--- config.mk ---
export PLATFORM = sky130hd
export DESIGN_NAME = ramb16_s2_arb
export DESIGN_NICKNAME = d
export VERILOG_FILES = /design/src/rtl/ramb16_s2_arb.sv
export SDC_FILE = /design/constraint.sdc
export NUM_CORES = 1
export LEC_CHECK = 0
export ABC_AREA = 1
export CAP_MARGIN = 20
export CORE_ASPECT_RATIO = 1.75
export CORE_MARGIN = 2
export CORE_UTILIZATION = 40
export DETAILED_ROUTE_END_ITERATION = 6
export PLACE_DENSITY = 0.77
export SETUP_SLACK_MARGIN = 0.1
export SLEW_MARGIN = 20
export SYNTH_ARGS = -nofsm -noshare
export SYNTH_HDL_FRONTEND = slang
export SYNTH_SLANG_ARGS = --single-unit
--- constraint.sdc ---
create_clock -name CLK -period 1.7 [get_ports CLK]
set_clock_uncertainty 0.2 [all_clocks]
set_input_delay 0.17 -clock CLK [delete_from_list [all_inputs] [get_ports CLK]]
set_output_delay 0.17 -clock CLK [all_outputs]
set_load 0.005 [all_outputs]
--- src/rtl/ramb16_s2_arb.sv ---
// Two-requester round-robin front end for an 8K x 2 block RAM, with an optional
// clear engine that fills the whole array after reset before serving anyone.
module ramb16_s2_arb #(
    parameter bit         CLEAR_ON_RESET = 1'b1,
    parameter logic [1:0] CLR_VAL        = 2'h0
) (
    input  logic        CLK,
    input  logic        RST,
    input  logic        REQ0,
    input  logic        REQ1,
    input  logic        WE0,
    input  logic        WE1,
    input  logic [12:0] ADDR0,
    input  logic [12:0] ADDR1,
    input  logic [1:0]  DI0,
    input  logic [1:0]  DI1,
    output logic        GNT0,
    output logic        GNT1,
    output logic        RVLD0,
    output logic        RVLD1,
    output logic [1:0]  DO0,
    output logic [1:0]  DO1,
    output logic        BUSY,
    output logic        RAM_EN,
    output logic        RAM_WE,
    output logic        RAM_SSR,
    output logic [12:0] RAM_ADDR,
    output logic [1:0]  RAM_DI,
    input  logic [1:0]  RAM_DO
);

    typedef enum logic {
        S_CLEAR,
        S_RUN
    } state_t;

    state_t      state_q, state_d;
    logic [12:0] clr_cnt_q, clr_cnt_d;
    logic        ptr_q, ptr_d;
    logic        rvld0_q, rvld0_d;
    logic        rvld1_q, rvld1_d;
    logic [1:0]  do0_q, do0_d;
    logic [1:0]  do1_q, do1_d;

    // State register
    always_ff @(posedge CLK) begin
        if (RST) begin
            state_q   <= CLEAR_ON_RESET ? S_CLEAR : S_RUN;
            clr_cnt_q <= '0;
            ptr_q     <= 1'b0;
            rvld0_q   <= 1'b0;
            rvld1_q   <= 1'b0;
            do0_q     <= '0;
            do1_q     <= '0;
        end else begin
            state_q   <= state_d;
            clr_cnt_q <= clr_cnt_d;
            ptr_q     <= ptr_d;
            rvld0_q   <= rvld0_d;
            rvld1_q   <= rvld1_d;
            do0_q     <= do0_d;
            do1_q     <= do1_d;
        end
    end

    // Next-state logic
    always_comb begin
        state_d   = state_q;
        clr_cnt_d = clr_cnt_q;
        ptr_d     = ptr_q;
        rvld0_d   = GNT0 & ~WE0;
        rvld1_d   = GNT1 & ~WE1;
        do0_d     = RVLD0 ? RAM_DO : do0_q;
        do1_d     = RVLD1 ? RAM_DO : do1_q;

        if (state_q == S_CLEAR) begin
            clr_cnt_d = clr_cnt_q + 13'd1;
            if (clr_cnt_q == '1) begin
                state_d = S_RUN;
            end
        end

        // Pointer always moves to the requester that lost (or was absent)
        if (GNT0) begin
            ptr_d = 1'b1;
        end else if (GNT1) begin
            ptr_d = 1'b0;
        end
    end

    // Output logic; the reset cycle issues no grant, no RAM access and no read-valid
    always_comb begin
        GNT0     = 1'b0;
        GNT1     = 1'b0;
        RAM_EN   = 1'b0;
        RAM_WE   = 1'b0;
        RAM_SSR  = 1'b0;
        RAM_ADDR = '0;
        RAM_DI   = '0;
        BUSY     = (state_q == S_CLEAR);

        if (!RST) begin
            if (state_q == S_CLEAR) begin
                RAM_EN   = 1'b1;
                RAM_WE   = 1'b1;
                RAM_ADDR = clr_cnt_q;
                RAM_DI   = CLR_VAL;
            end else if (REQ0 && (!REQ1 || !ptr_q)) begin
                GNT0     = 1'b1;
                RAM_EN   = 1'b1;
                RAM_WE   = WE0;
                RAM_ADDR = ADDR0;
                RAM_DI   = DI0;
            end else if (REQ1) begin
                GNT1     = 1'b1;
                RAM_EN   = 1'b1;
                RAM_WE   = WE1;
                RAM_ADDR = ADDR1;
                RAM_DI   = DI1;
            end
        end

        RVLD0 = rvld0_q & ~RST;
        RVLD1 = rvld1_q & ~RST;
        DO0   = RVLD0 ? RAM_DO : do0_q;
        DO1   = RVLD1 ? RAM_DO : do1_q;
    end

endmodule

==> results of run 1 <==
## how the worst min path moves through the flow
stage                              end  slack (ps)  cells past startpoint
after global routing      clr_cnt_q[5]         270                      3
after CTS                 clr_cnt_q[4]         260                      3
after detailed placement      do0_q[0]         260                      2
after floorplan                rvld1_q          50                      1
final                     clr_cnt_q[4]         250                      3
after global placement        do1_q[1]         250                      2
## synth_stat cells
cell type   n  area, um2
nor4_1      1      6.260
o31ai_1     1      7.510
conb_1      1      3.750
a21oi_1    11      55.05
nand2_2     3      18.77
dfxtp_1    21      420.4
a211oi_1    4      30.03
xnor2_1     1      8.760
nor2_1     27      101.4
ha_1        1      12.51
buf_2       5      25.02
nor3_2      2      20.02
xor2_1      2      17.52
inv_4       2      12.51
nand2_1    53      198.9
nand4_2     1      12.51
a31oi_1    14      87.58
clkbuf_1    2      7.510
nand3_1     8      40.04
inv_1      19      71.32
nand4_1     3      18.77
buf_6       1      11.26
buf_4       1      7.510
nor3_1      2      10.01
nor2_4      2      22.52
o21ai_0    16      80.08
nor2_2      1      6.260
inv_2       1      3.750
## state kept, by name, summed over array words and instances, names as in the netlist
register   flops
clr_cnt_q     13
do0_q          2
do1_q          2
ptr_q          1
rvld0_q        1
rvld1_q        1
state_q        1
## routing by layer
| layer | global-route usage, % | routed length, um | vias up |
|---|---|---|---|
| met2 | 38.11 | 2073 | 46 |
| met4 | 10.56 | 115 | 0 |
| li1 | - | - | 865 |
| met5 | 0 | 0 | - |
| met1 | 25.44 | 1575 | 739 |
| met3 | 1.584 | 117 | 9 |
## stage by stage
step / hold WS, ps / utilization [%] / instance area [um2] / setup WS (ps)
finish: 254.4 / 71.60 / 2250 / -78.54
global route: 271.3 / 71.60 / 2250 / -178.6
CTS: 260.4 / 69.81 / 2193 / -114.7
detailed placement: 257.6 / 69.18 / 2173 / -564.9
global placement: 254.3 / 69.18 / 2173 / -502.8
floorplan: 48.66 / - / 1318 / 299.7
## logic make-up (layout without fill, tap and decap cells)
kind of cell / Yosys count / in the layout / share of synthesized area, %
other: 1 / 1 / 0.2846
AND/OR/NAND/NOR: 103 / 103 / 34.57
AO/OA/AOI/OAI: 46 / 46 / 19.75
buffers and inverters: 31 / 124 / 10.54
adder cells (fa/ha/maj): 1 / 1 / 0.9495
flip-flops: 21 / 21 / 31.91
XOR/XNOR: 3 / 3 / 1.995
## placed cells by master, fill, tap and decap left out, drive strengths merged
cell type,count
nand2,56
buf,53
clkdlybuf4s50,34
nor2,30
inv,22
dfxtp,21
o21ai,16
a31oi,14
a21oi,11
dlygate4sd2,10
nand3,8
a211oi,4
nand4,4
clkbuf,4
nor3,4
xor2,2
o31ai,1
nor4,1
xnor2,1
ha,1
conb,1
clkinv,1
## power by group
| group | leakage, nW | total, mW | internal, mW | switching [mW] |
|---|---|---|---|---|
| clock | 0.0255 | 0.339 | 0.164 | 0.175 |
| sequential | 0.172 | 0.503 | 0.498 | 0.00478 |
| combinational | 0.851 | 0.198 | 0.121 | 0.0778 |
| total | 1.05 | 1.04 | 0.782 | 0.257 |
## cell type report
| cell class | count | area (um2) | share of cell area (%) |
|---|---|---|---|
| clock inverters | 1 | 5.005 | 0.2225 |
| well taps | 43 | 53.80 | 2.392 |
| clock buffers | 3 | 41.29 | 1.835 |
| flip-flops and latches | 21 | 426.7 | 18.97 |
| repair buffers | 98 | 823.3 | 36.60 |
| multi-input cells | 154 | 812.0 | 36.10 |
| inverters | 22 | 87.58 | 3.893 |
## worst register-to-register path, cell delays in order, from the launching register on
cell	delay, ps
dfxtp_2	350
buf_6	120
inv_2	40
buf_4	150
nand2_1	120
nor3_4	170
nand4_1	110
nand2_1	70
nor2_1	40
## timing repair
action                     in CTS  in global routing
setup buffers                   5                  2
pin swaps                       4                  5
resized for setup              97                 13
setup endpoints to repair      26                 21
==> qor.yml, run 1 <==
timing:
  drv_slew: 0
  fmax_mhz: 562.3
  rsz0062_at_grt: "true"
  setup_viol: 15
  layout_setup_ws_ps: -78.54
  period_needed_ps: 1779
  min_period_over_period_pct: 104.6
  hold_viol_final: 0
  fin_tns_setup_ps: -535.2
worst_setup_path:
  crit_family: "buffers and inverters"
  rr_endpoint: "clr_cnt_q[11]"
  crit_fanout: 3
  cp-start-kind: "flop"
  critPathMostFrequentCell: "nand2_2"
  cp_slowest_cell: "dfxtp_2"
  critPathBufInv: 4
  crit_type: "flop to output pin"
  reg2reg_setup_slack_ps: 230
  path_depth: 9
  r2r_cells: 8
  crit_path_end: "RAM_DI[0]"
  arrival_ps: 1410
  path_cells: "nand2_2, nand2_2, inv_4, buf_6, nor3_4, buf_4, nand2_2, nand2_1, buf_2"
  max_stage_delay_ps: 340
  required_ps: 1330
  worstReg2RegStart: "state_q"
  cp-startpoint: "ptr_q"
  crit_path_end_kind: "output pin"
clocking:
  cts.path.max_buffers: 2
  clk_pin_slew_worst_paths_ps: 80
  cts_hold_buffers: 0
  cts_buffers: 3
  cts_tree: "yes"
  clockRootBuffer: "clkbuf_8"
  clock_sinks: 21
  cts_max_level: 1
  clock_latency_ps: 260
global_route:
  antenna_found_initial: 0
  grt_pass1_wl_mm: 6.182
  grt.total_usage_pct: 22.04
  grt_pass1_vias: 1497
  grt-ovfl-total: 0
  grt_max_degree: 24
power:
  total_power_mw: 1.040
  power_density_nw_per_um2: 462.1
  p_leak_nw: 1.048
  ir_drop_mv: 0.3997
synth:
  syn_area_um2: 1318
  synthCells: 206
  synth_warnings: 0
  ys_ff_latch: 21
  synth_cell_types: 28
  synth.avg_cell_area_um2: 6.396
  synth_seq_area_share_pct: 31.91
  syn_nets: 245
die:
  die-height_um: 79.92
  initial_core_util_pct: 41.94
  ios: 65
  rows: 27
  core_region_area_um2: 3142
  die_area_um2: 3787
  die-width_um: 47.39
run_status:
  status: "finished with violations"
  failed_checks: "setup timing"
placement:
  place_inst: 331
  io_buffers: 63
  gp_congestion: 0.8330
  dp.final_hpwl_mm: 3.063
worst_hold_path:
  hp-class: "primary input to flop"
  min-delay-start: "RST"
run:
  drv_cap: 0
cells_and_area:
  nFillCells: 258
  drive_gt1_share_pct: 28.09
  syn_to_final_growth_pct: 70.75
  nets: 339
  final_cells: 342
  antenna_cells: 0
detailed_routing:
  routedWlPerCell_um: 11.35
  drt_iter0_markers: 28
  drc: 0
  vias_per_cell: 4.851
  drt-total-wl_mm: 3.882
  first_pass_iters: 4
  ant_nets: 0
  vias: 1659
Note: power is estimated with default switching activity, not from simulation.
==> run 2: changes to the inputs <==
--- a/config.mk
+++ b/config.mk
@@ -10,8 +10,10 @@
 export CORE_ASPECT_RATIO = 1.75
 export CORE_MARGIN = 2
 export CORE_UTILIZATION = 40
+export CTS_CLUSTER_SIZE = 20
 export DETAILED_ROUTE_END_ITERATION = 6
 export PLACE_DENSITY = 0.77
+export REMOVE_ABC_BUFFERS = 1
 export SETUP_SLACK_MARGIN = 0.1
 export SLEW_MARGIN = 20
 export SYNTH_ARGS = -nofsm -noshare
==> qor.yml, run 2 (synthesis gave the netlist of run 1 again) <==
global_route:
  grt_max_degree: 13  # -46%
  grt-ovfl-total: 0  # unchanged
  grt_pass1_wl_mm: 7.590  # +23%
  grt_pass1_vias: 1826  # +22%
  grt.total_usage_pct: 27.39  # +5.4 points
  antenna_found_initial: 0  # unchanged
clocking:
  clk_pin_slew_worst_paths_ps: 80  # about the same
  cts_buffers: 3  # unchanged
  cts_hold_buffers: 0  # unchanged
  clockRootBuffer: "clkbuf_8"
  cts.path.max_buffers: 2  # unchanged
  cts_tree: "yes"
  cts_max_level: 1  # unchanged
  clock_sinks: 21  # unchanged
  clock_latency_ps: 260  # about the same
die:
  die_area_um2: 3787  # unchanged
  core_region_area_um2: 3142  # unchanged
  ios: 65  # unchanged
  initial_core_util_pct: 41.94  # unchanged
  die-height_um: 79.92  # unchanged
  die-width_um: 47.39  # unchanged
  rows: 27  # unchanged
power:
  p_comb_share_pct: 22.6  # +3.5 points
  power_density_nw_per_um2: 437.2  # -5.4%
  swShare_pct: 25.61  # +0.85 points
  p_leak_nw: 1.136  # +8.4%
  switchingPower_uw: 278.8  # +8.3%
  pwr-share-clk_pct: 31.2  # -1.4 points
  ir_drop_mv: 0.3422  # -14%
  power_frac_seq_pct: 46.2  # -2.1 points
  internal-power_uw: 809.7  # +3.5%
placement:
  gp_congestion: 0.8412  # +0.98%
  io_buffers: 63  # unchanged
  place_area_um2: 2216  # +2.0%
  dp.final_hpwl_mm: 3.330  # +8.7%
  place_inst: 335  # +1.2%
cells_and_area:
  nets: 351  # +3.5%
  final_common_cell: "nand2_1"
  final_util_pct: 79.25  # +7.6 points
  seq_area_um2: 429.2  # +0.59%
  reg_top3: "clr_cnt_q (13), do0_q (2), do1_q (2)"
  multi_input_area_um2: 890.9  # +9.7%
  syn_to_final_growth_pct: 88.98
  regMostFlops: "clr_cnt_q"
  antenna_cells: 0  # unchanged
  drive_gt1_share_pct: 35.05  # +7.0 points
  nFillCells: 233  # -9.7%
  final_cells: 354  # +3.5%
  final_area_um2: 2490  # +11%
  mostFrequentLayoutCells: "nand2_1 (40), clkdlybuf4s50_1 (34), buf_4 (33)"
  largest_reg_flops: 13  # unchanged
run_status:
  failed_checks: "setup timing"
  status: "finished with violations"
worst_hold_path:
  min-delay-start: "RST"
  holdPathStages: 4  # +1
  hp-class: "primary input to flop"
  holdPathEnd: "ptr_q"
worst_setup_path:
  crit_fanout: 4  # +1
  path_cells: "nand2_1, nand2_2, inv_4, nor2_4, buf_6, buf_16, nand2_4, a31oi_2, buf_2"
  crit_path_end_kind: "output pin"
  rr_endpoint: "clr_cnt_q[12]"
  cp-start-kind: "flop"
  crit_type: "flop to output pin"
  worstReg2RegStart: "state_q"
  crit_family: "buffers and inverters"
  critPathBufInv: 4  # unchanged
  cp_slowest_cell: "dfxtp_2"
  reg2reg_setup_slack_ps: 60  # -170 ps
  arrival_ps: 1550  # +140 ps
  required_ps: 1330  # about the same
  r2r_cells: 9  # +1
  max_stage_delay_ps: 330  # about the same
run:
  drv_cap: 0  # unchanged
detailed_routing:
  vias: 1858  # +12%
  ant_nets: 0  # unchanged
  first_pass_iters: 4  # unchanged
  routedWlPerCell_um: 15.15  # +33%
  drt-total-wl_mm: 5.363  # +38%
  drt_iter0_markers: 38  # +36%
  drc: 0  # unchanged
  vias_per_cell: 5.249  # +8.2%
timing:
  layout_setup_ws_ps: -217.4  # -138.9 ps
  hold_ws_ps: 209.7  # -44.76 ps
  period_needed_ps: 1917  # +138.9 ps
  drv_slew: 0  # unchanged
  fin_tns_setup_ps: -1697  # -1162 ps
  hold_viol_final: 0  # unchanged
  fmax_mhz: 521.5  # -7.2%
  min_period_over_period_pct: 112.8  # +8.2 points
  setup_viol: 14  # -1
  rsz0062_at_grt: "true"
==> run 2: changes by cell type in the layout (fill, tap and decap cells not counted), moves of 2 or more <==
cell	before	now
nand3_1	8	6
nor2_2	1	3
a31oi_2	0	2
nand2_2	9	13
nand2_1	46	40
buf_12	1	3
buf_6	4	10
buf_4	30	33
a31oi_1	14	11
nor2_1	26	24
nand3_2	0	2
==> run 2: layer usage <==
layer | part of all wire, % | vias to the layer above | GRT usage [%] | wire length, um
met5 | 0 | - | 0 | 0
met4 | 3.9 | 0 | 13.89 | 208
met3 | 3.3 | 18 | 2.262 | 175
met2 | 58 | 70 | 50.81 | 3113
met1 | 35 | 875 | 27.59 | 1866
li1 | - | 895 | - | -
==> run 2: how the worst max path moves through the flow <==
stage | startpoint | endpoint | cells after the start
2_1_floorplan | state_q | RAM_DI[0] | 4
3_3_place_gp | REQ1 | RAM_ADDR[5] | 9
3_5_place_dp | REQ1 | RAM_ADDR[6] | 9
4_1_cts | ptr_q | RAM_ADDR[7] | 9
5_1_grt | ptr_q | RAM_ADDR[12] | 9
6_report | ptr_q | RAM_ADDR[12] | 9
==> run 2: worst min-delay path, cell delays in order <==
cell and delay, ps:
dlygate4sd2_1 250, inv_4 90, o21ai_0 90, nor2_1 40
==> run 2: per-stage QoR <==
stage / setup slack [ps] / power (mW)
after floorplan: -14.44 / 0.5677
after global placement: -483.1 / 0.7197
after detailed placement: -573.0 / 0.7224
after CTS: -154.7 / 1.062
after global routing: -275.5 / 1.136
final: -217.4 / 1.089
==> run 2: power groups by stage <==
stage               sequential (mW)  combinational (mW)  clock [mW]
floorplan                     0.515              0.0530           0
global placement              0.515               0.205           0
detailed placement            0.515               0.207           0
CTS                           0.502               0.229       0.331
global route                  0.504               0.264       0.368
finish                        0.503               0.247       0.339
==> run 2: timing repair <==
item	4_1_cts	5_1_grt
setup endpoints to repair	35	24
cloned	1	0
gates resized for setup	108	31
setup buffers	11	6
pin swaps	5	17
==> run 2: final cells by class <==
cell class	instances	share of cell area (%)
clock buffers	4	1.809
inverters	22	3.618
multi-input cells	154	35.78
flip-flops and latches	21	17.24
well taps	43	2.161
repair buffers	110	39.40
